===== src/rtl/sr_flag_bank.sv =====
// N-channel clocked SR flag bank with rise/fall pulses, sticky conflict flags
// and a registered count of set flags.
module sr_flag_bank #(
  parameter int unsigned   N         = 8,
  parameter int unsigned   MODE      = 1,
  parameter logic [N-1:0]  RESET_VAL = '0
) (
  input  logic                     clk,
  input  logic                     reset,
  input  logic                     en,
  input  logic [N-1:0]             s,
  input  logic [N-1:0]             r,
  input  logic [N-1:0]             clr_conflict,
  output logic [N-1:0]             q,
  output logic [N-1:0]             q_rise,
  output logic [N-1:0]             q_fall,
  output logic [N-1:0]             conflict,
  output logic [$clog2(N+1)-1:0]   set_count,
  output logic                     any_set
);

  localparam int unsigned CW = $clog2(N + 1);

  function automatic logic [CW-1:0] popcount(input logic [N-1:0] v);
    logic [CW-1:0] c;
    c = '0;
    for (int unsigned i = 0; i < N; i++) begin
      c = c + CW'(v[i]);
    end
    return c;
  endfunction

  logic [N-1:0]  q_q, q_d;
  logic [N-1:0]  rise_q, rise_d;
  logic [N-1:0]  fall_q, fall_d;
  logic [N-1:0]  conflict_q, conflict_d;
  logic [CW-1:0] count_q, count_d;

  always_comb begin
    q_d = q_q;
    if (en) begin
      for (int unsigned i = 0; i < N; i++) begin
        unique case ({s[i], r[i]})
          2'b10:   q_d[i] = 1'b1;
          2'b01:   q_d[i] = 1'b0;
          2'b11: begin
            case (MODE)
              1:       q_d[i] = 1'b1;
              2:       q_d[i] = 1'b0;
              3:       q_d[i] = ~q_q[i];
              default: q_d[i] = q_q[i];
            endcase
          end
          default: q_d[i] = q_q[i];
        endcase
      end
    end
    rise_d     = ~q_q & q_d;
    fall_d     = q_q & ~q_d;
    // A new conflict wins over a same-edge clear so the event is never lost.
    conflict_d = (conflict_q & ~clr_conflict) | (en ? (s & r) : '0);
    count_d    = popcount(q_d);
  end

  always_ff @(posedge clk or posedge reset) begin
    if (reset) begin
      q_q        <= RESET_VAL;
      rise_q     <= '0;
      fall_q     <= '0;
      conflict_q <= '0;
      count_q    <= popcount(RESET_VAL);
    end else begin
      q_q        <= q_d;
      rise_q     <= rise_d;
      fall_q     <= fall_d;
      conflict_q <= conflict_d;
      count_q    <= count_d;
    end
  end

  assign q         = q_q;
  assign q_rise    = rise_q;
  assign q_fall    = fall_q;
  assign conflict  = conflict_q;
  assign set_count = count_q;
  assign any_set   = |q_q;

endmodule


===== config.mk =====
export PLATFORM = sky130hd
export DESIGN_NAME = sr_flag_bank
export DESIGN_NICKNAME = d
export VERILOG_FILES = /design/src/rtl/sr_flag_bank.sv
export SDC_FILE = /design/constraint.sdc
export NUM_CORES = 1
export LEC_CHECK = 0
export CORE_UTILIZATION = 41
export CTS_CLUSTER_DIAMETER = 80
export DETAILED_ROUTE_END_ITERATION = 10
export PLACE_DENSITY_LB_ADDON = 0.2
export SETUP_SLACK_MARGIN = 0.3
export SYNTH_ARGS = -nofsm -noshare
export SYNTH_HDL_FRONTEND = slang
export SYNTH_SLANG_ARGS = --single-unit

===== constraint.sdc =====
create_clock -name clk -period 3.5 [get_ports clk]
set_input_delay 0.35 -clock clk [delete_from_list [all_inputs] [get_ports clk]]
set_output_delay 0.35 -clock clk [all_outputs]
set_load 0.05 [all_outputs]

==> flow_metrics.tcl, run 1 <==
set metrics [dict create \
    status "completed" \
    yosys-mux-area-fraction_pct 0 \
    synthDistinctLibCells 17 \
    cts.path.max_buffers 2 \
    cap_violations 0 \
    stdcell_count 261 \
    grt_overflow 0 \
    synth-xor-area-share_pct 0.593 \
    drt-vias-per-instance 4.79 \
    core_sq_um 3390 \
    syn_inst 130 \
    rsz0062_at_grt "no" \
    rows 21 \
    cp-start-kind "input port" \
    arrival_ps 3310 \
    io_buffers 63 \
    multiInputGateArea_sq_um 515 \
    ys_warn_count 0 \
    ir_drop_uv 421 \
    synth_top_family_by_area "simple AND/OR/NAND/NOR gates" \
    syn_nets 164 \
    drive_gt1_share_pct 17.2 \
    p_leak_nw 1.12 \
    hp-class "in -> reg" \
    cts_hold_buffers 0 \
    dp_cells 247 \
    tightest_slew_ps 764 \
    end_kind "register" \
    post-synth-top-count-cell "dfrtp_1" \
    start_util_pct 43.6 \
    worstSetupPathType "in -> reg" \
    period_needed_ps 3050 \
    cp_top_family "adder cells" \
    crit_buf_inv 7 \
    skew_ps 9.47 \
    drc 0 \
    grt_max_degree 21 \
    die_height_um 62.0 \
    synth_area_leaders "dfrtp_1 (61%), fa_1 (5.4%), a22o_1 (4.7%), inv_1 (4.3%), nand2_1 (4.3%)" \
    fin_crit_sh_pct 87.2 \
    yosysTopAreaCellShare_pct 61.0 \
    cts-root-buf "clkbuf_4" \
    setup_ws_ps 447 \
    io_pins 64 \
    cpMostUsedCell "inv_1" \
    final_core_util_pct 70.7 \
    synth_commonest_cells "dfrtp_1 (36), inv_1 (17), nand2_1 (17)" \
    vias 1251 \
    seq_area_frac_synth_pct 61.0 \
    nNetsFinal 248 \
    first_pass_iters 4 \
    clk_pin_slew_ps 110 \
    slew_headroom_pct 49.0 \
    grt_pass1_vias 1189 \
    critical_path.slowest_cell "fa_1" \
    worstPathMaxFanout 5 \
    wl_per_cell_um 13.8 \
    synth_seq_cells 36 \
    postSynthAreaPerCell_sq_um 11.4 \
    finalHoldViolCount 0 \
    cp.required_ps 3750 \
    wirelength_um 3600 \
    finalMaxSlewViolations 0 \
    power_mw 1.33 \
    area_growth_pct 62.3 \
    grt.total_usage_pct 20.6 \
    drtIter0Drc 76 \
    cts_tree "yes" \
    synth_area_sq_um 1480 \
    max_stage_delay_ps 540 \
    yosys.area_share.simple_pct 14.4 \
    whs_ps 312 \
    fill_cells 240 \
    gp_congestion 0.870 \
    seq_area_sq_um 905 \
    h-tree-depth 2 \
    synth_edf_count 0 \
    final_area_sq_um 2400 \
    async_flop_share_pct 100 \
    clk_latency_ps 350 \
    ant_nets 0 \
    antenna_found_initial 0 \
    cts_sinks 36 \
    post-place-ws_ps -323 \
    max_freq_mhz 328 \
    antennaDiodeCount 0 \
    synthAdderAreaFrac_pct 7.97 \
    synth-compound-area-share_pct 10.3 \
    grt_pass1_wl_um 5440 \
    yosys.area.top_type "dfrtp_1" \
    die_area_sq_um 3850 \
    cellPowerDensity_nw_per_um2 554 \
    setup_viol 0 \
    place_area_sq_um 2230 \
    fin_tns_setup_ps 0 \
    crit_path_cell_trace "clkbuf_2 > buf_6 > nand2_1 > a21boi_2 > fa_1 > inv_1 > fa_1 > inv_1 > fa_1 > inv_1 > ha_2 > inv_1 > fa_2 > inv_1" \
    cts_buffers 5 \
    die_x_um 62.0 \
    synth_ff_type "dfrtp_1" \
    dpl.hpwl_um 2590 \
]
==> registers in the layout (all words and copies together) (netlist names) <==
signal     cells
q_fall         8
q              8
conflict       8
q_rise         8
set_count      4
==> worst reg2reg max path, delay by kind of cell (launching register included) <==
kind,cells,cell delay (ps)
adders and majority gates,5,2180
buffers and inverters,5,290
AOI/OAI and AO/OA,1,80
DFF,1,420
==> cell usage in the layout (no fill, tap or decap) <==
| cell type | n |
|---|---|
| a21boi_2 | 3 |
| clkdlybuf4s15_1 | 1 |
| xnor2_1 | 1 |
| dlygate4sd2_1 | 2 |
| a22o_1 | 8 |
| buf_4 | 15 |
| o21ai_0 | 8 |
| bufinv_16 | 1 |
| ha_2 | 1 |
| clkbuf_2 | 1 |
| dfrtp_2 | 3 |
| nor2_1 | 8 |
| nor4_1 | 2 |
| ha_1 | 2 |
| a21boi_0 | 2 |
| a21oi_1 | 1 |
| nor3b_1 | 8 |
| buf_2 | 1 |
| clkdlybuf4s50_1 | 56 |
| nand2_1 | 14 |
| dfrtp_1 | 33 |
| inv_1 | 17 |
| fa_1 | 3 |
| nand3_1 | 8 |
| buf_6 | 1 |
| clkbuf_4 | 5 |
| clkbuf_8 | 2 |
| fa_2 | 1 |
| nor2b_1 | 1 |
| nand2_2 | 3 |
| dlymetal6s2s_1 | 3 |
==> per-layer routing <==
layer | share of wire (%) | up-vias | track usage (%)
li1 | - | 596 | -
met1 | 43 | 601 | 26.2
met2 | 50 | 46 | 31.3
met3 | 5.3 | 8 | 6.21
met4 | 2.1 | 0 | 11.7
met5 | 0 | - | 0
==> layout make-up <==
class	count	share of cell area, %
clock buffers	7	2.72
clock inverters	1	1.25
inverters	17	2.66
multi-input cells	74	21.5
flip-flops and latches	36	37.8
well taps	46	2.40
repair buffers	80	31.7
==> report_power, final <==
part	internal, mW	switching [mW]	leakage [nW]
Combinational	0.198	0.304	0.606
Sequential	0.466	0.0292	0.458
Clock	0.190	0.140	0.0515
Total	0.853	0.474	1.12
==> timing repair <==
item | in CTS | in global routing
cloned | 1 | 0
pin swaps | 2 | 0
setup endpoints to repair | 2 | 2
gates resized for setup | 11 | 11
buffers inserted | 3 | 2
==> logic make-up after synthesis <==
group	count (synthesis)
AOI/OAI and AO/OA	22
xor gates and xnor gates	1
adders and majority gates	7
buffers and inverters	20
DFF	36
and+or+nand+nor	44
==> path summary, 6_finish.rpt <==
path                       startpoint      endpoint  slack (ps)  cells past startpoint
hold reg to reg                  q[0]     q_rise[0]         510                      1
min in group asynchronous       reset     q_fall[5]         430                      2
max in group asynchronous       reset          q[3]        2340                      3
hold / removal                   r[1]   conflict[1]         310                      3
setup / recovery                   en  set_count[1]         450                     14
setup reg to reg                 q[3]  set_count[1]         450                     11
(Power assumes the default switching activity.)
==> run 2: changes to the inputs <==
Settings changed: SLEW_MARGIN set to 20.
==> results of run 2 <==
Same layout as run 1: the final DEF is identical, and so are final timing and power.
